--- src/rtl/uart_crc_receiver_pkg.sv ---
// Shared definitions for the CRC-8 UART link: CRC constants, the bit-timing derivation and
// the receiver state encoding.
package uart_crc_receiver_pkg;

  localparam logic [7:0]  CRC8_POLY     = 8'h07;
  localparam logic [7:0]  CRC8_INIT     = 8'h00;
  localparam int unsigned BAUD_RATE_DEF = 9600;
  localparam int unsigned CLK_FREQ_DEF  = 50000000;
  localparam int unsigned CNT_W         = 13;

  typedef enum logic [2:0] {
    StIdle,
    StStart,
    StStart2,
    StData,
    StCrc,
    StStop,
    StBreak
  } rx_state_e;

  function automatic int unsigned bit_ticks(input int unsigned clk_freq,
                                            input int unsigned baud_rate);
    return clk_freq / baud_rate;
  endfunction

  function automatic int unsigned half_ticks(input int unsigned clk_freq,
                                             input int unsigned baud_rate);
    return bit_ticks(clk_freq, baud_rate) / 2;
  endfunction

  // One byte, MSB first, no reflection and no final XOR.
  function automatic logic [7:0] crc8_byte(input logic [7:0] crc_in, input logic [7:0] data);
    logic [7:0] c;
    c = crc_in ^ data;
    for (int i = 0; i < 8; i++) begin
      if (c[7]) c = {c[6:0], 1'b0} ^ CRC8_POLY;
      else      c = {c[6:0], 1'b0};
    end
    return c;
  endfunction

endpackage

--- src/rtl/uart_rx_sync.sv ---
// Two-flop synchronizer for the serial line; resets to the idle (high) level.
module uart_rx_sync (
  input  logic i_clk,
  input  logic i_reset,
  input  logic i_d,
  output logic o_q
);

  logic r_meta;
  logic r_sync;

  always_ff @(posedge i_clk or posedge i_reset) begin
    if (i_reset) begin
      r_meta <= 1'b1;
      r_sync <= 1'b1;
    end else begin
      r_meta <= i_d;
      r_sync <= r_meta;
    end
  end

  assign o_q = r_sync;

endmodule

--- src/rtl/uart_crc_receiver.sv ---
// CRC-8 UART frame receiver: recovers data and CRC bytes, rechecks the CRC and reports
// start/stop framing faults with a one-cycle valid pulse.
module uart_crc_receiver
  import uart_crc_receiver_pkg::*;
#(
  parameter int unsigned BAUD_RATE  = BAUD_RATE_DEF,
  parameter int unsigned CLK_FREQ   = CLK_FREQ_DEF,
  parameter int unsigned START_BITS = 2
) (
  input  logic       i_clk,
  input  logic       i_reset,
  input  logic       i_rx_in,
  output logic [7:0] o_data_out,
  output logic [7:0] o_crc_out,
  output logic       o_rx_valid,
  output logic       o_crc_error,
  output logic       o_frame_error,
  output logic       o_rx_busy
);

  localparam int unsigned    BitTicks  = bit_ticks(CLK_FREQ, BAUD_RATE);
  localparam int unsigned    HalfTicks = half_ticks(CLK_FREQ, BAUD_RATE);
  localparam logic [CNT_W-1:0] TickFull = CNT_W'(BitTicks - 1);
  localparam logic [CNT_W-1:0] TickHalf = CNT_W'(HalfTicks - 1);

  logic             w_rx_s;
  rx_state_e        r_state;
  rx_state_e        w_state_next;
  logic             w_tick;
  logic [CNT_W-1:0] r_cnt;
  logic [2:0]       r_bit_cnt;
  logic [7:0]       r_data_sr;
  logic [7:0]       r_crc_sr;
  logic             r_fe_pend;
  logic [7:0]       w_crc_calc;

  logic [7:0]       r_data_out;
  logic [7:0]       r_crc_out;
  logic             r_rx_valid;
  logic             r_crc_error;
  logic             r_frame_error;

  uart_rx_sync u_sync (
    .i_clk   (i_clk),
    .i_reset (i_reset),
    .i_d     (i_rx_in),
    .o_q     (w_rx_s)
  );

  assign w_crc_calc = crc8_byte(CRC8_INIT, r_data_sr);

  always_comb begin
    w_state_next = r_state;
    w_tick       = 1'b0;
    unique case (r_state)
      StIdle: begin
        if (!w_rx_s) w_state_next = StStart;
      end
      // Half-bit check rejects short glitches and puts later samples mid-bit.
      StStart: begin
        if (r_cnt == TickHalf) begin
          w_tick = 1'b1;
          if (w_rx_s)               w_state_next = StIdle;
          else if (START_BITS == 2) w_state_next = StStart2;
          else                      w_state_next = StData;
        end
      end
      StStart2: begin
        if (r_cnt == TickFull) begin
          w_tick       = 1'b1;
          w_state_next = StData;
        end
      end
      StData: begin
        if (r_cnt == TickFull) begin
          w_tick = 1'b1;
          if (r_bit_cnt == 3'd7) w_state_next = StCrc;
        end
      end
      StCrc: begin
        if (r_cnt == TickFull) begin
          w_tick = 1'b1;
          if (r_bit_cnt == 3'd7) w_state_next = StStop;
        end
      end
      StStop: begin
        if (r_cnt == TickFull) begin
          w_tick       = 1'b1;
          w_state_next = w_rx_s ? StIdle : StBreak;
        end
      end
      StBreak: begin
        if (w_rx_s) w_state_next = StIdle;
      end
      default: w_state_next = StIdle;
    endcase
  end

  always_ff @(posedge i_clk or posedge i_reset) begin
    if (i_reset) begin
      r_state   <= StIdle;
      r_cnt     <= '0;
      r_bit_cnt <= '0;
      r_data_sr <= '0;
      r_crc_sr  <= '0;
      r_fe_pend <= 1'b0;
    end else begin
      r_state <= w_state_next;

      if (w_state_next != r_state || w_tick || r_state == StIdle || r_state == StBreak) begin
        r_cnt <= '0;
      end else begin
        r_cnt <= r_cnt + 1'b1;
      end

      if (r_state == StIdle && !w_rx_s) begin
        r_fe_pend <= 1'b0;
        r_bit_cnt <= '0;
      end

      if (w_tick) begin
        unique case (r_state)
          StStart2: if (w_rx_s) r_fe_pend <= 1'b1;
          StData: begin
            r_data_sr <= {w_rx_s, r_data_sr[7:1]};
            r_bit_cnt <= r_bit_cnt + 1'b1;
          end
          StCrc: begin
            r_crc_sr  <= {w_rx_s, r_crc_sr[7:1]};
            r_bit_cnt <= r_bit_cnt + 1'b1;
          end
          default: ;
        endcase
      end
    end
  end

  // Results register on the stop-sample edge, so rx_valid shows one clock after that sample.
  always_ff @(posedge i_clk or posedge i_reset) begin
    if (i_reset) begin
      r_data_out    <= '0;
      r_crc_out     <= '0;
      r_rx_valid    <= 1'b0;
      r_crc_error   <= 1'b0;
      r_frame_error <= 1'b0;
    end else begin
      r_rx_valid <= 1'b0;
      if (r_state == StStop && w_tick) begin
        r_data_out    <= r_data_sr;
        r_crc_out     <= r_crc_sr;
        r_rx_valid    <= 1'b1;
        r_crc_error   <= (w_crc_calc != r_crc_sr);
        r_frame_error <= r_fe_pend | ~w_rx_s;
      end
    end
  end

  assign o_data_out    = r_data_out;
  assign o_crc_out     = r_crc_out;
  assign o_rx_valid    = r_rx_valid;
  assign o_crc_error   = r_crc_error;
  assign o_frame_error = r_frame_error;
  assign o_rx_busy     = (r_state != StIdle) && (r_state != StStart);

endmodule
--- config.mk ---
export PLATFORM = sky130hd
export DESIGN_NAME = uart_crc_receiver
export DESIGN_NICKNAME = d
export VERILOG_FILES = /design/src/rtl/uart_crc_receiver_pkg.sv /design/src/rtl/uart_rx_sync.sv /design/src/rtl/uart_crc_receiver.sv
export SDC_FILE = /design/constraint.sdc
export NUM_CORES = 1
export LEC_CHECK = 0
export CORE_ASPECT_RATIO = 0.5
export CORE_MARGIN = 5
export CORE_UTILIZATION = 35
export CTS_CLUSTER_SIZE = 40
export DETAILED_ROUTE_END_ITERATION = 8
export GPL_ROUTABILITY_DRIVEN = 0
export HOLD_SLACK_MARGIN = 0.1
export PLACE_DENSITY = 0.52
export SKIP_CTS_REPAIR_TIMING = 1
export SYNTH_ARGS = -nofsm -noshare
export SYNTH_HDL_FRONTEND = slang
export SYNTH_HIERARCHICAL = 1
export SYNTH_SLANG_ARGS = --single-unit
--- constraint.sdc ---
create_clock -name i_clk -period 2.3 [get_ports i_clk]
set_input_delay 0.46 -clock i_clk [delete_from_list [all_inputs] [get_ports i_clk]]
set_output_delay 0.46 -clock i_clk [all_outputs]
set_load 0.01 [all_outputs]
==> report_table.html <==
<table>
<tr><th>Metric</th><th>Value</th></tr>
<tr><th colspan="2">Run status</th></tr>
<tr><td>Run status</td><td>completed</td></tr>
<tr><th colspan="2">Critical path</th></tr>
<tr><td>Setup Crit Path Kind</td><td>flop to flop</td></tr>
<tr><td>Worst-path maximum fanout</td><td>20</td></tr>
<tr><td>Critical path data required time</td><td>2.51 ns</td></tr>
<tr><td>Critical-path cell list</td><td>ha_1, nor4bb_1, nand4_1, nor4_2, buf_12, mux2_2</td></tr>
<tr><td>Critical-path top delay cell</td><td>sky130_fd_sc_hd__dfrtp_1</td></tr>
<tr><td>Critical path's largest stage delay</td><td>0.39 ns</td></tr>
<tr><td>Worst Setup Start Kind</td><td>flop</td></tr>
<tr><td>Dominant delay contributor by cell family on the critical path</td><td>simple AND/OR/NAND/NOR gates</td></tr>
<tr><td>Endpoint kind of the worst setup timing path</td><td>flop</td></tr>
<tr><td>Arrival time at the worst endpoint</td><td>2.33 ns</td></tr>
<tr><td>Buffers &amp; Inverters on Critical Path</td><td>1</td></tr>
<tr><th colspan="2">GRT</th></tr>
<tr><td>First-pass GRT wire length</td><td>10.0 mm</td></tr>
<tr><td>Global routing usage summed across all routing layers</td><td>13.1%</td></tr>
<tr><td>Aggregate global routing overflow</td><td>0</td></tr>
<tr><td>Vias in the first global route</td><td>2003</td></tr>
<tr><td>Initial antenna violation count</td><td>0</td></tr>
<tr><td>Pin count of the biggest net entering global routing</td><td>27</td></tr>
<tr><th colspan="2">STA</th></tr>
<tr><td>Maximum clock skew at final layout</td><td>0.00624 ns</td></tr>
<tr><td>Final setup violating endpoints</td><td>0</td></tr>
<tr><td>RSZ-0062 raised after global routing</td><td>false</td></tr>
<tr><td>TNS Setup</td><td>0 ns</td></tr>
<tr><td>Number of endpoints with negative hold slack in the final report</td><td>0</td></tr>
<tr><td>Slew at the pin closest to its max-slew limit</td><td>0.503 ns</td></tr>
<tr><td>Clock period minus final worst setup slack</td><td>2.12 ns</td></tr>
<tr><td>Tightest hold margin</td><td>0.359 ns</td></tr>
<tr><td>Total count of max-transition violations in the final report</td><td>0</td></tr>
<tr><td>Relative slew slack</td><td>66.4%</td></tr>
<tr><td>Highest clock rate</td><td>471 MHz</td></tr>
<tr><td>Minimum setup slack in the final design</td><td>0.177 ns</td></tr>
<tr><td>Portion of the clock cycle consumed by the worst path in the final layout</td><td>92.3%</td></tr>
<tr><th colspan="2">Floorplanning</th></tr>
<tr><td>Site row count</td><td>23</td></tr>
<tr><td>Die Width</td><td>138 um</td></tr>
<tr><td>Ports</td><td>23</td></tr>
<tr><td>Die height</td><td>73.8 um</td></tr>
<tr><td>Initial cell density of the core</td><td>35.7%</td></tr>
<tr><td>Total die area</td><td>10100 sq um</td></tr>
<tr><td>Placeable core region</td><td>7970 sq um</td></tr>
<tr><th colspan="2">Yosys</th></tr>
<tr><td>Post-synth top area cell</td><td>sky130_fd_sc_hd__dfrtp_1</td></tr>
<tr><td>Number of enable-type register cells in the synthesized netlist</td><td>0</td></tr>
<tr><td>Top-area cell type share of the netlist area</td><td>48.4%</td></tr>
<tr><td>Number of instances in the synthesized netlist</td><td>244</td></tr>
<tr><td>Library cell with the highest instance count after synthesis</td><td>sky130_fd_sc_hd__dfrtp_1</td></tr>
<tr><td>Synthesized net count</td><td>251</td></tr>
<tr><td>Number of different library cells in the post-synthesis netlist</td><td>51</td></tr>
<tr><td>Sequential area share after synthesis</td><td>50.2%</td></tr>
<tr><td>Post-synth design cell area</td><td>2850 sq um</td></tr>
<tr><td>Top post-synthesis cells by area</td><td>sky130_fd_sc_hd__dfrtp_1 48%, sky130_fd_sc_hd__mux2_2 11%, sky130_fd_sc_hd__xor2_1 4.3%</td></tr>
<tr><td>Flip-flop cell with the highest count after synthesis</td><td>sky130_fd_sc_hd__dfrtp_1</td></tr>
<tr><td>Proportion of register bits with asynchronous set or reset after synthesis</td><td>100%</td></tr>
<tr><td>Synth warnings</td><td>6</td></tr>
<tr><td>Mean area per synthesized cell</td><td>11.7 sq um</td></tr>
<tr><td>Synth top cells by count</td><td>55 x sky130_fd_sc_hd__dfrtp_1, 28 x sky130_fd_sc_hd__mux2_2, 16 x sky130_fd_sc_hd__nor2_1</td></tr>
<tr><td>Flops &amp; latches, synth</td><td>57</td></tr>
<tr><th colspan="2">Clock tree</th></tr>
<tr><td>Buffer cell driving the clock tree root</td><td>sky130_fd_sc_hd__clkbuf_16</td></tr>
<tr><td>Clock latency on the worst-skew pair</td><td>0.33 ns</td></tr>
<tr><td>Number of buffers added by the clock tree synthesis step</td><td>9</td></tr>
<tr><td>Clock-pin slew reported for the worst setup and hold paths after clock tree synthesis</td><td>0.05 ns</td></tr>
<tr><td>CTS H-Tree Depth</td><td>3</td></tr>
<tr><td>CTS tree</td><td>built</td></tr>
<tr><td>Longest Clk Path Bufs</td><td>2</td></tr>
<tr><td>TritonCTS sink count</td><td>57</td></tr>
<tr><th colspan="2">Detailed routing</th></tr>
<tr><td>First DRT Iteration DRCs</td><td>81</td></tr>
<tr><td>Total wirelength of the detailed-routed design</td><td>5.90 mm</td></tr>
<tr><td>Residual antenna-violating net count after detailed routing</td><td>0</td></tr>
<tr><td>Final routed DRC violation total</td><td>0</td></tr>
<tr><td>DR WL/cell</td><td>14.8 um</td></tr>
<tr><td>Count of vias placed by the detailed router</td><td>2001</td></tr>
<tr><td>Avg Vias per Cell</td><td>5.02</td></tr>
<tr><td>Detailed Routing Iterations Pass 1</td><td>4</td></tr>
<tr><th colspan="2">Run</th></tr>
<tr><td>Max_cap viols</td><td>0</td></tr>
<tr><th colspan="2">Place</th></tr>
<tr><td>Worst slack at placement</td><td>0.0455 ns</td></tr>
<tr><td>Dpl cell area</td><td>3300 sq um</td></tr>
<tr><td>Post-DP HPWL</td><td>4.15 mm</td></tr>
<tr><td>Port bufs</td><td>22</td></tr>
<tr><th colspan="2">Final layout</th></tr>
<tr><td>Fin util</td><td>45.2%</td></tr>
<tr><td>Ratio of cells with drive above 1 in the final layout</td><td>25.8%</td></tr>
<tr><td>Area occupied by multi-input gates</td><td>1340 sq um</td></tr>
<tr><td>FF/Latch Area</td><td>1430 sq um</td></tr>
<tr><td>Post-route cell area</td><td>3600 sq um</td></tr>
<tr><td>Total number of nets in the final design</td><td>290</td></tr>
<tr><td>Antenna Diode Count</td><td>0</td></tr>
<tr><td>Synthesis-to-layout area growth</td><td>26.6%</td></tr>
<tr><td># fillers</td><td>747</td></tr>
<tr><th colspan="2">Hold path</th></tr>
<tr><td>Min-Delay Path Class</td><td>flop to flop</td></tr>
<tr><th colspan="2">Power and ir drop</th></tr>
<tr><td>Power Dens Cells</td><td>642 nW/um^2</td></tr>
<tr><td>Peak supply drop</td><td>0.310 mV</td></tr>
<tr><td>P_leak</td><td>1.65 nW</td></tr>
</table>
-- report_power, final --
part	internal, mW	switching (mW)	total (mW)
combinational	0.00846	0.0216	0.0300
sequential	1.01	0.00390	1.01
clock	0.823	0.450	1.27
-- state kept, by name, indices dropped and copies added, names as in the netlist --
signal / cells
u_sync/o_q: 1
o_crc_error: 1
o_crc_out: 8
o_frame_error: 1
u_sync/r_meta: 1
r_data_sr: 8
o_rx_valid: 1
r_crc_sr: 8
r_fe_pend: 1
o_data_out: 8
r_cnt: 13
r_state: 3
r_bit_cnt: 3
-- per-layer routing --
metal  vias up  track usage [%]  share of wire (%)
met5         -                0                  0
met4         0             5.20                1.6
met3        11             6.22                5.4
met2        37             20.5                 48
met1      1001             15.8                 45
li1        952                -                  -
-- worst paths after layout --
kind                                         start                   endpoint  slack, ns  depth (start not counted)
min in group asynchronous                  i_reset         r_cnt[4]$_DFF_PP0_       0.51                          2
setup reg to reg                r_cnt[0]$_DFF_PP0_  o_data_out[4]$_DFFE_PP0P_       0.18                          6
hold reg to reg            u_sync/r_meta$_DFF_PP1_       u_sync/o_q$_DFF_PP1_       0.36                          0
hold / removal             u_sync/r_meta$_DFF_PP1_       u_sync/o_q$_DFF_PP1_       0.36                          0
setup / recovery                r_cnt[0]$_DFF_PP0_  o_data_out[4]$_DFFE_PP0P_       0.18                          6
max in group asynchronous                  i_reset         r_cnt[6]$_DFF_PP0_       1.26                          3
-- placed cells by master (no fill, tap or decap), types with 9 or more instances in the layout --
cell type | synthesis | routed
sky130_fd_sc_hd__xnor2_1 | 12 | 12
sky130_fd_sc_hd__dfrtp_1 | 55 | 55
sky130_fd_sc_hd__clkdlybuf4s50_1 | 0 | 22
sky130_fd_sc_hd__nor2_1 | 16 | 16
sky130_fd_sc_hd__nand3_1 | 9 | 9
sky130_fd_sc_hd__buf_4 | 2 | 15
sky130_fd_sc_hd__mux2_2 | 28 | 28
sky130_fd_sc_hd__xor2_1 | 14 | 14
sky130_fd_sc_hd__nand2_1 | 15 | 15
sky130_fd_sc_hd__clkbuf_16 | 0 | 9
-- worst reg2reg max path, stage by stage, from the launching register on --
cell and delay, ns:
sky130_fd_sc_hd__dfrtp_1 0.39, sky130_fd_sc_hd__ha_1 0.25, sky130_fd_sc_hd__nor4bb_1 0.29, sky130_fd_sc_hd__nand4_1 0.22, sky130_fd_sc_hd__nor4_2 0.29, sky130_fd_sc_hd__buf_12 0.22
sky130_fd_sc_hd__mux2_2 0.35
-- layout make-up --
| class | instances | area share [%] |
|---|---|---|
| well taps | 112 | 3.89 |
| clock inverters | 6 | 1.67 |
| flip-flops and latches | 57 | 39.6 |
| clock buffers | 9 | 6.25 |
| multi-input cells | 165 | 37.1 |
| inverters | 11 | 1.15 |
| repair buffers | 39 | 10.3 |
-- cell families after synthesis --
group | count (synthesis) | share of synthesized area (%)
buffers and inverters | 22 | 3.56
flip-flops | 57 | 50.2
multiplexers | 37 | 14.5
AO/OA/AOI/OAI | 25 | 6.02
XOR/XNOR | 27 | 8.79
AND/OR/NAND/NOR | 72 | 15.1
adder cells (fa/ha/maj) | 4 | 1.76
-- through the flow --
| stage | instances | total power, mW |
|---|---|---|
| CTS | 398 | 2.35 |
| global placement | 383 | 1.06 |
| floorplan | 244 | 1.04 |
| global route | 399 | 2.41 |
| detailed placement | 383 | 1.06 |
| finish | 399 | 2.31 |
Power figures use the tool's default switching activity.
